`src/rtl/mod_swapchain_pkg.sv`:
```
// settings: shared modulation settings record, swap-chain state encoding and constants
package settings;
    localparam logic [31:0] REP_INFINITE = 32'hFFFF_FFFF;
    typedef struct packed {
        logic        REQ_RD_SEGMENT;
        logic [14:0] CYCLE_0;
        logic [14:0] CYCLE_1;
        logic [31:0] REP;
    } mod_settings_t;
    typedef enum logic [1:0] {INFINITE, WAIT_START, FINITE, STOPPED} swapchain_state_t;
endpackage

```
`src/rtl/mod_swapchain_if.sv`:
```
// mod_swapchain_if: settings, segment indices and playback outputs of the swap controller
interface mod_swapchain_if;
    import settings::*;
    logic          UPDATE_SETTINGS;
    mod_settings_t MOD_SETTINGS;
    logic [14:0]   IDX_0;
    logic [14:0]   IDX_1;
    logic          SEGMENT;
    logic [14:0]   IDX;
    logic          STOP;
    modport master (output UPDATE_SETTINGS, MOD_SETTINGS, IDX_0, IDX_1, input SEGMENT, IDX, STOP);
    modport slave (input UPDATE_SETTINGS, MOD_SETTINGS, IDX_0, IDX_1, output SEGMENT, IDX, STOP);
endinterface

```
`src/rtl/mod_swapchain_wrap_detect.sv`:
```
// mod_wrap_detect: one-cycle pulse when a sample index falls back to 0 from a nonzero value
module mod_wrap_detect (
    input  logic        CLK,
    input  logic        RST_N,
    input  logic [14:0] IDX,
    output logic        WRAP
);
    logic [14:0] prev_q, prev_d;
    always_comb prev_d = IDX;
    always_ff @(posedge CLK) prev_q <= !RST_N ? '0 : prev_d;
    assign WRAP = (IDX == '0) && (prev_q != '0);
endmodule

```
`src/rtl/mod_swapchain.sv`:
```
// mod_swapchain: picks the played segment, counts finite loops and raises STOP when done
module mod_swapchain
    import settings::*;
(
    input logic            CLK,
    input logic            RST_N,
    mod_swapchain_if.slave bus
);
    swapchain_state_t state_q, state_d;
    logic        seg_q, seg_d, stop_q, stop_d, req_seg_q, req_seg_d;
    logic [14:0] idx_q, idx_d, cycle_q, cycle_d;
    logic [31:0] loop_q, loop_d, rep_q, rep_d;
    logic        wrap_0, wrap_1;
    mod_wrap_detect u_wrap_0 (.CLK(CLK), .RST_N(RST_N), .IDX(bus.IDX_0), .WRAP(wrap_0));
    mod_wrap_detect u_wrap_1 (.CLK(CLK), .RST_N(RST_N), .IDX(bus.IDX_1), .WRAP(wrap_1));
    mod_settings_t ms;
    logic [14:0] idx_cur, idx_new, cycle_new;
    logic        wrap_cur, wrap_req;
    assign ms        = bus.MOD_SETTINGS;
    assign idx_cur   = seg_q ? bus.IDX_1 : bus.IDX_0;
    assign idx_new   = ms.REQ_RD_SEGMENT ? bus.IDX_1 : bus.IDX_0;
    assign cycle_new = ms.REQ_RD_SEGMENT ? ms.CYCLE_1 : ms.CYCLE_0;
    assign wrap_cur  = seg_q ? wrap_1 : wrap_0;
    assign wrap_req  = req_seg_q ? wrap_1 : wrap_0;
    always_comb begin
        state_d   = state_q;
        seg_d     = seg_q;
        idx_d     = idx_q;
        stop_d    = stop_q;
        loop_d    = loop_q;
        req_seg_d = req_seg_q;
        rep_d     = rep_q;
        cycle_d   = cycle_q;
        // An update always takes priority over any wrap or stop seen in the same cycle
        if (bus.UPDATE_SETTINGS) begin
            req_seg_d = ms.REQ_RD_SEGMENT;
            rep_d     = ms.REP;
            cycle_d   = cycle_new;
            stop_d    = 1'b0;
            if (ms.REP == REP_INFINITE) begin
                seg_d   = ms.REQ_RD_SEGMENT;
                idx_d   = idx_new;
                state_d = INFINITE;
            end else if (cycle_new == '0) begin
                seg_d   = ms.REQ_RD_SEGMENT;
                idx_d   = '0;
                stop_d  = 1'b1;
                state_d = STOPPED;
            end else begin
                idx_d   = idx_cur;
                state_d = WAIT_START;
            end
        end else begin
            case (state_q)
                INFINITE: idx_d = idx_cur;
                WAIT_START: begin
                    idx_d = wrap_req ? '0 : idx_cur;
                    if (wrap_req) begin
                        seg_d   = req_seg_q;
                        loop_d  = '0;
                        state_d = FINITE;
                    end
                end
                FINITE: begin
                    idx_d  = idx_cur;
                    loop_d = wrap_cur ? loop_q + 32'd1 : loop_q;
                    if (loop_q == rep_q && idx_cur == cycle_q) begin
                        idx_d   = cycle_q;
                        stop_d  = 1'b1;
                        state_d = STOPPED;
                    end
                end
                default: ;
            endcase
        end
    end
    always_ff @(posedge CLK) begin
        if (!RST_N) begin
            state_q   <= INFINITE;
            seg_q     <= 1'b0;
            idx_q     <= '0;
            stop_q    <= 1'b0;
            loop_q    <= '0;
            req_seg_q <= 1'b0;
            rep_q     <= REP_INFINITE;
            cycle_q   <= '0;
        end else begin
            state_q   <= state_d;
            seg_q     <= seg_d;
            idx_q     <= idx_d;
            stop_q    <= stop_d;
            loop_q    <= loop_d;
            req_seg_q <= req_seg_d;
            rep_q     <= rep_d;
            cycle_q   <= cycle_d;
        end
    end
    assign bus.SEGMENT = seg_q;
    assign bus.IDX     = idx_q;
    assign bus.STOP    = stop_q;
endmodule
```
`src/flat_wrapper.sv`:
```
// flat-port wrapper written by rule: the top's interface ports become plain ports
module mod_swapchain_flat import settings::*;
  (CLK, RST_N, bus_UPDATE_SETTINGS, bus_MOD_SETTINGS, bus_IDX_0, bus_IDX_1, bus_SEGMENT, bus_IDX, bus_STOP);
  mod_swapchain_if bus_i ();
  input logic CLK;
  input logic RST_N;
  input wire logic [$bits(bus_i.UPDATE_SETTINGS)-1:0] bus_UPDATE_SETTINGS;
  input wire logic [$bits(bus_i.MOD_SETTINGS)-1:0] bus_MOD_SETTINGS;
  input wire logic [$bits(bus_i.IDX_0)-1:0] bus_IDX_0;
  input wire logic [$bits(bus_i.IDX_1)-1:0] bus_IDX_1;
  output wire logic [$bits(bus_i.SEGMENT)-1:0] bus_SEGMENT;
  output wire logic [$bits(bus_i.IDX)-1:0] bus_IDX;
  output wire logic [$bits(bus_i.STOP)-1:0] bus_STOP;
  assign bus_i.UPDATE_SETTINGS = bus_UPDATE_SETTINGS;
  assign bus_i.MOD_SETTINGS = bus_MOD_SETTINGS;
  assign bus_i.IDX_0 = bus_IDX_0;
  assign bus_i.IDX_1 = bus_IDX_1;
  assign bus_SEGMENT = bus_i.SEGMENT;
  assign bus_IDX = bus_i.IDX;
  assign bus_STOP = bus_i.STOP;
  mod_swapchain u_core (.CLK(CLK), .RST_N(RST_N), .bus(bus_i));
endmodule
```
`config.mk`:
```
export PLATFORM = sky130hd
export DESIGN_NAME = mod_swapchain_flat
export DESIGN_NICKNAME = d
export VERILOG_FILES = /design/src/rtl/mod_swapchain_pkg.sv /design/src/rtl/mod_swapchain_if.sv /design/src/rtl/mod_swapchain_wrap_detect.sv /design/src/rtl/mod_swapchain.sv /design/src/flat_wrapper.sv
export SDC_FILE = /design/constraint.sdc
export NUM_CORES = 1
export LEC_CHECK = 0
export CAP_MARGIN = 15
export CORE_MARGIN = 2
export CORE_UTILIZATION = 50
export CTS_CLUSTER_SIZE = 20
export DETAILED_ROUTE_END_ITERATION = 12
export PLACE_DENSITY = 0.73
export SETUP_SLACK_MARGIN = 0.15
export SYNTH_ARGS = -nofsm -noshare
export SYNTH_HDL_FRONTEND = slang
export SYNTH_HIERARCHICAL = 1
export SYNTH_SLANG_ARGS = --single-unit
export TNS_END_PERCENT = 10
```
`constraint.sdc`:
```
create_clock -name CLK -period 4.45 [get_ports CLK]
set_clock_uncertainty 0.05 [all_clocks]
set_input_delay 1.1125 -clock CLK [delete_from_list [all_inputs] [get_ports CLK]]
set_output_delay 1.1125 -clock CLK [all_outputs]
set_load 0.05 [all_outputs]
```
Word level (Yosys, flattened, before mapping):

Index checks and enable logic that the tools add are counted.

* $mul: 0
* bitwise logic cells: 1
* shifts and indexed selects: 0
* reductions and logical operators: 20
* eq/ne operators: 10
* multiplexer cells: 30
* div/mod/pow operators: 0
* add/subtract/negate cells: 1
* order comparisons: 0

Operators with widths (number)
* 2-to-1 mux 15 bit: 8
* 2-to-1 mux 32 bit: 2
* case mux 32 bit (2 select lines): 1
* zero test 15 bit: 3
* case mux 15 bit (3 select lines): 1
* adder 32 x 1 -> 32 bit (second input constant): 1
* == test 32 bit: 1
* == test 32 bit (second input constant): 1
* nonzero test 15 bit: 2
* == test 15 bit: 1
* 2-to-1 mux 1 bit: 12
* 2-to-1 mux 2 bit: 5
* nonzero test 2 bit: 5
* != test 3 x 2 -> 1 bit (second input constant): 2
* AND reduction 3 bit: 2
* != test 2 x 1 -> 1 bit (second input constant): 2
* case mux 2 bit (2 select lines): 1
* AND reduction 4 bit: 1
* nonzero test 4 bit: 1
* logical AND 1 bit: 3
* != test 3 x 1 -> 1 bit (second input constant): 1
* nonzero test 3 bit: 1
* == test 2 x 1 -> 1 bit (second input constant): 1
* == test 2 bit (second input constant): 1
* other kinds (3): 3

* bits in writable memories: 0
* memories kept: 0
* word-level logic and storage cells: 72
* input bits: 96
* flip-flop bits (word level): 129
* bits in latches: 0
* bits in read-only memories: 0
* output and inout port bits: 17

Depth between registers and ports, before layout:

Gate-level depths: netlist of the first run.

* depth in word-level cells: 6
* depth in mapped cells: 10
* gate-level depth less buffers: 10

By module:

Netlist of the first run, hierarchy kept.

By module, submodules not included
* mod_swapchain: sequential area each 1981.9 µm², cells an instance 603, times used 1, area each 5361.4 µm²
* mod_wrap_detect: sequential area each 300.3 µm², cells an instance 41, times used 2, area each 480.5 µm²

Worst setup path before layout of the first run:

Ideal clock, no wire load.

* path kind: input to register
* from: input port bus_IDX_1[11]
* to: register u_core.loop_q[24]
* arrival time: 3.166 ns
* data required time: 4.329 ns
* path buffers: 0
* path slack: 1.163 ns
* stages: 9
* library setup time: 0.071 ns
* cell sequence: nor4_2 nand4_1 a41oi_1 mux2i_1 a21boi_2 nand4_1 or3_1 or3_1 a21oi_1

* longest elaborated chain between the ends: 5
* elaborated cells between the ends (all ways): 7
* classes of those cells: eq/ne: 2; mux: 2; reduce/logical: 3

Ends and longest elaborated chain
* start: declaration: RTL line flat_wrapper.sv:10 `input wire logic [$bits(bus_i.IDX_1)-1:0] bus_IDX_1;`
* zero test 15 bit *: RTL line mod_swapchain_wrap_detect.sv:11 `assign WRAP = (IDX == '0) && (prev_q != '0);`
* logical AND 1 bit *: RTL line mod_swapchain_wrap_detect.sv:11
* named net u_core.wrap_1: RTL line mod_swapchain.sv:13 `logic wrap_0, wrap_1;`
* 2-to-1 mux 1 bit, on equally long branches: RTL line mod_swapchain.sv:23, mod_swapchain.sv:24
* != test 2 x 1 -> 1 bit (no line)
* AND reduction 4 bit (no line) *
* end signal: assignment: RTL line mod_swapchain.sv:92 `loop_q <= loop_d;`
* end: declaration: RTL line mod_swapchain.sv:12 `logic [31:0] loop_q, loop_d, rep_q, rep_d;`

Mark *: on every way through the listed nets, which the timed path passes. The rest lies on a longest branch.
A chain may end at the register's enable or synchronous reset.

Worst setup path after layout of the first run:

* from: input port bus_IDX_1[1]
* to: register u_core.loop_q[31]

The elaborated chain is that of the path after synthesis.

==> flow_summary.yaml, run 1 <==
floorplan:
  num_rows: 41
  die_width_um: 116
  die_h_um: 116
  fp.coreArea_um2: 12500
  io_pins: 113
  start_util_pct: 50.7
  die_area_um2: 13600
critical_path:
  cp_max_fo: 9
  worst_ep_arrival_time_ns: 4.04
  cp_slowest_cell: "clkdlybuf4s50_1"
  cp-start-kind: "input port"
  crit_type: "input port to flip-flop"
  crit_chain: "clkdlybuf4s50_1 -> nor4_2 -> nand4_1 -> a41oi_1 -> mux2i_1 -> a21boi_2 -> nand3_1 -> nor3_2 -> buf_4 -> nand2_1 -> or3_1 -> a21oi_1"
  max_stage_delay_ns: 0.50
  critPathRequiredTime_ns: 4.75
  crit_path_end_kind: "flip-flop"
yosys:
  synth_fa_ha_area_share_pct: 0.792
  yosys-top-cells-area: "dfxtp_1 41%, mux2i_1 13%, xnor2_1 7.8%"
  synth_mux_area_share_pct: 13.0
  synth_area_um2: 6320
  postSynthAreaPerCell_um2: 9.23
  syn_inst: 685
  synth_nets: 785
  synth-simple-area-share_pct: 19.3
  synth_flop_cell: "dfxtp_1"
  yosysWarnings: 6
  ys_ff_latch: 129
  yosysSeqAreaShare_pct: 40.8
  synth.distinct_cells: 40
  synth.top_cell.area_share_pct: 40.8
  synth_xor_area_share_pct: 10.3
  synth-edff-count: 0
  yosys.area.top_type: "dfxtp_1"
  synth_top_family_by_area: "simple AND/OR/NAND/NOR gates"
  synth-compound-area-share_pct: 12.5
  synthArstFlopShare_pct: 0
cts:
  cts_buffer_depth: 2
  cts_tree: "done"
  root_buffer: "clkbuf_16"
  cts_setup_buffers: 0
  cts_resized: 0
  clock_latency_ns: 0.42
  cts_hold_buf: 0
  clk_pin_slew_worst_paths_ns: 0.06
  cts_buffers: 17
  cts-htree-levels: 4
  cts_sinks: 129
drt:
  viasPerCell: 5.70
  drt-pass1-iter-count: 5
  drt_wl_total_um: 17200
  vias: 5551
  dr.first_iter.drc_count: 535
  ant_nets: 0
  wire_per_inst_um: 17.7
  route.detailed.drc: 0
timing:
  final.setup.tns_ns: 0
  finalSetupViolCount: 0
  timing.final.hold_violations: 0
  fin_crit_sh_pct: 84.1
  hold_slack_ns: 0.442
  max_slew.worst_pin.slew_ns: 0.829
  slew_viol_final: 0
  period_minus_slack_ns: 3.74
  rsz0062_at_grt: "no"
  max_freq_mhz: 267
  slew_headroom_pct: 44.7
run:
  max_cap_violations: 0
power:
  power_uw: 3210
  ir_drop_v: 0.000271
  p_comb_share_pct: 14.9
  p_int_uw: 2410
  p_clk_share_pct: 45.6
  total_leakage_power_uw: 0.00318
  switching_power_uw: 796
  power.density_nw_per_um2: 391
  p_seq_share_pct: 39.4
  swShare_pct: 24.8
place:
  port_buffers: 112
  place_hpwl_um: 12700
  place.gp.congestion: 0.959
  placed_area_um2: 7550
  dp_cells: 941
global_routing:
  first_global_vias: 5353
  grt_usage_pct: 26.4
  overflow: 0
  grt_max_degree: 48
  antenna_found_initial: 0
  grt_pass1_wl_um: 27500
final_layout:
  nNetsFinal: 889
  drive_gt1_share_pct: 7.36
  final_common_cell: "dfxtp_1"
  stdcell_area_um2: 8200
  final_cells: 974
  final_cell_mix: "129 x dfxtp_1, 109 x clkdlybuf4s50_1, 81 x mux2i_1"
  diodes: 0
  area_growth_pct: 29.7
run_status:
  outcome: "finished, final reports clean"
hold_path:
  worstHoldPathType: "flip-flop to flip-flop"
## state kept, by name, summed over array words and instances, names as in the netlist
name                    count
u_core/state_q              2
u_core/u_wrap_0/prev_q     15
u_core/rep_q               32
u_core/cycle_q             15
u_core/u_wrap_1/prev_q     15
u_core/loop_q              32
u_core/bus.IDX             15
u_core/bus.SEGMENT          1
u_core/bus.STOP             1
u_core/req_seg_q            1
## kinds of logic after synthesis
| family | Yosys count |
|---|---|
| and+or+nand+nor | 232 |
| DFF | 129 |
| AOI/OAI and AO/OA | 117 |
| muxes | 82 |
| xor gates and xnor gates | 74 |
| buffers and inverters | 47 |
| adders and majority gates | 4 |
## cell type report
cell class                 count  area (µm²)
clock inverter                 7         121
timing repair buffer         123        1190
clock buffer                  25         515
inverter                       9        33.8
multi-input combinational    509        3540
tap                          172         215
sequential                   129        2580
fill                        1026        4270
## critical path, delay by kind of cell
kind / cells / cell delay [ns]
buffers and inverters: 2 / 0.69
AND/OR/NAND/NOR: 6 / 1.27
AO/OA/AOI/OAI: 3 / 0.76
multiplexers: 1 / 0.21
## power by group through the flow
| stage | logic [µW] | clock network, µW | registers, µW |
|---|---|---|---|
| final | 479 | 1470 | 1270 |
| after global placement | 463 | 0 | 1290 |
| after CTS | 474 | 1480 | 1270 |
| after floorplan | 227 | 0 | 1330 |
| after global routing | 515 | 1540 | 1270 |
| after detailed placement | 471 | 0 | 1290 |
## per-stage QoR
stage / setup slack (ns) / utilization [%]
after floorplan: 1.16 / -
after global placement: 0.431 / 60.6
after detailed placement: 0.337 / 60.6
after CTS: 0.770 / 65.7
after global routing: 0.529 / 65.8
final: 0.707 / 65.8
## per-layer routing
layer  global-route usage [%]  up-vias  routed length, µm
met4                     8.81        0                244
met3                     6.23       27               1320
met2                     39.4      237               7640
li1                         -     2669                  -
met1                     37.8     2618               8000
met5                        0        -                  0
## Yosys cell counts, drive strengths merged, types with 2 or more instances
cell and instances:
clkbuf 25, nand4 29, nor4 25, nor2b 2, o21bai 16, xor2 18, nand2 61, o211a 15
and3 5, o21ai 39, xnor2 56, dfxtp 129, ha 4, and4 2, nor2 39, buf 13
mux2i 81, inv 9, a41oi 17, or3 6, and2 34, nor3 12, a31oi 2, nand3 17
a21oi 23
## worst paths after layout
check                           from                end  slack, ns  cells after the start
hold reg to reg     u_core/rep_q[16]   u_core/rep_q[16]       0.44                      2
setup / recovery        bus_IDX_1[1]  u_core/loop_q[31]       0.71                     12
hold / removal      u_core/rep_q[16]   u_core/rep_q[16]       0.44                      2
setup reg to reg  u_core/bus.SEGMENT  u_core/bus.IDX[9]       1.24                      8
(Power assumes the default switching activity.)
==> run 2: changes to the inputs <==
Clock period 4.45 ns to 3.75 ns, I/O delays scaled along.
==> flow_summary.yaml, run 2 (synthesis gave the netlist of run 1 again) <==
run_status:
  outcome: "finished, final reports clean"
power:
  p_comb_share_pct: 15.7
  p_clk_share_pct: 45.0
  switching_power_uw: 930
  p_int_uw: 2890
  p_seq_share_pct: 39.4
  total_leakage_power_uw: 0.00333
  swShare_pct: 24.3
  power.density_nw_per_um2: 452
  ir_drop_v: 0.000279
critical_path:
  cp_max_fo: 5
  ff2ff_setup_slack_ns: 0.81
  critPathRequiredTime_ns: 4.05
  crit_type: "input port to flip-flop"
  worst_ep_arrival_time_ns: 3.64
  cp-start-kind: "input port"
  crit_path_end_kind: "flip-flop"
hold_path:
  worstHoldPathType: "flip-flop to flip-flop"
floorplan:
  die_area_um2: 13600
  fp.coreArea_um2: 12500
  num_rows: 41
  die_width_um: 116
  die_h_um: 116
  start_util_pct: 50.7
  io_pins: 113
place:
  place_hpwl_um: 13300
  place.gp.congestion: 0.920
  port_buffers: 112
  pre_cts_slack_ns: 0.0160
drt:
  drt-pass1-iter-count: 5
  route.detailed.drc: 0
  vias: 5649
  wire_per_inst_um: 17.7
  viasPerCell: 5.62
  drt_wl_total_um: 17800
  dr.first_iter.drc_count: 557
  ant_nets: 0
global_routing:
  busiest_layer: "met2"
  antenna_found_initial: 0
  grt_pass1_wl_um: 27900
  met1_usage_pct: 35.6
  overflow: 0
  grt_usage_pct: 26.8
  grt_max_degree: 98
  grtUsageMet2_pct: 42.7
  first_global_vias: 5577
  use_met3_pct: 7.21
final_layout:
  final_common_cell: "dfxtp_1"
  reg_top3: "u_core/loop_q x32, u_core/rep_q x32"
  drive_gt1_share_pct: 10.6
  diodes: 0
  final_cell_mix: "129 x dfxtp_1, 109 x clkdlybuf4s50_1, 81 x mux2i_1"
  nNetsFinal: 923
  area_growth_pct: 33.6
timing:
  setup_ws_ns: 0.402
  fin_crit_sh_pct: 89.3
  max_freq_mhz: 299
  slew_viol_final: 0
  final.setup.tns_ns: 0
  timing.final.hold_violations: 0
  period_minus_slack_ns: 3.35
  max_slew.worst_pin.slew_ns: 0.782
  slew_headroom_pct: 47.8
  rsz0062_at_grt: "no"
  finalSetupViolCount: 0
cts:
  cts_setup_buffers: 0
  cts-htree-levels: 4
  clock_latency_ns: 0.41
  cts_tree: "done"
  cts_sinks: 129
  clk_pin_slew_worst_paths_ns: 0.05
  cts_buffer_depth: 2
  root_buffer: "clkbuf_16"
  cts_buffers: 17
  cts_hold_buf: 0
  cts_resized: 0
run:
  max_cap_violations: 0
[run 2: changes by cell type in the layout (fill, tap and decap cells not counted), moves of 2 or more]
cell / previous run / this run
clkinv_4: 3 / 0
clkbuf_1: 2 / 4
buf_12: 0 / 2
clkbuf_8: 6 / 3
buf_4: 10 / 43
[run 2: cell type report]
| type | count | area [µm²] |
|---|---|---|
| inverters | 9 | 33.8 |
| repair buffers | 157 | 1470 |
| well taps | 172 | 215 |
| fillers | 985 | 4020 |
| clock inverters | 5 | 128 |
| flip-flops and latches | 129 | 2580 |
| multi-input cells | 509 | 3540 |
| clock buffers | 24 | 482 |
[run 2: final timing paths]
kind,from,to,depth (start not counted)
worst max-delay path,bus_IDX_0[5],u_core/loop_q[24],10
worst min-delay path,u_core/rep_q[26],u_core/rep_q[26],2
worst max register to register,u_core/bus.SEGMENT,u_core/bus.IDX[0],8
worst min register to register,u_core/rep_q[26],u_core/rep_q[26],2
[run 2: through the flow]
step / cell area (µm²) / total power [µW] / hold slack [ns] / util [%] / cells
CTS: 8440 / 3830 / 0.445 / 67.7 / 1004
global route: 8450 / 3950 / 0.474 / 67.8 / 1005
global placement: 7830 / 2100 / 0.428 / 62.8 / 975
floorplan: 6320 / 1850 / 0.413 / - / 685
finish: 8450 / 3820 / 0.444 / 67.8 / 1005
detailed placement: 7830 / 2120 / 0.431 / 62.8 / 975
[run 2: critical path, stage by stage]
cell	delay (ns)
clkdlybuf4s50_1	0.47
nor4_2	0.29
nand4_1	0.11
a41oi_1	0.29
mux2i_1	0.15
a21oi_2	0.27
nand4_1	0.20
or3_1	0.47
or3_1	0.32
a21oi_1	0.14
[run 2: per-layer routing]
| metal | routed length, µm | share of wire [%] |
|---|---|---|
| met3 | 1250 | 7.0 |
| met2 | 8330 | 47 |
| met4 | 311 | 1.7 |
| met5 | 0 | 0 |
| met1 | 7900 | 44 |
[run 2: power groups by stage]
stage	combinational (µW)	clock (µW)	sequential (µW)
2_1_floorplan	269	0	1580
3_3_place_gp	576	0	1530
3_5_place_dp	589	0	1530
4_1_cts	594	1740	1500
5_1_grt	640	1800	1510
6_report	598	1720	1500
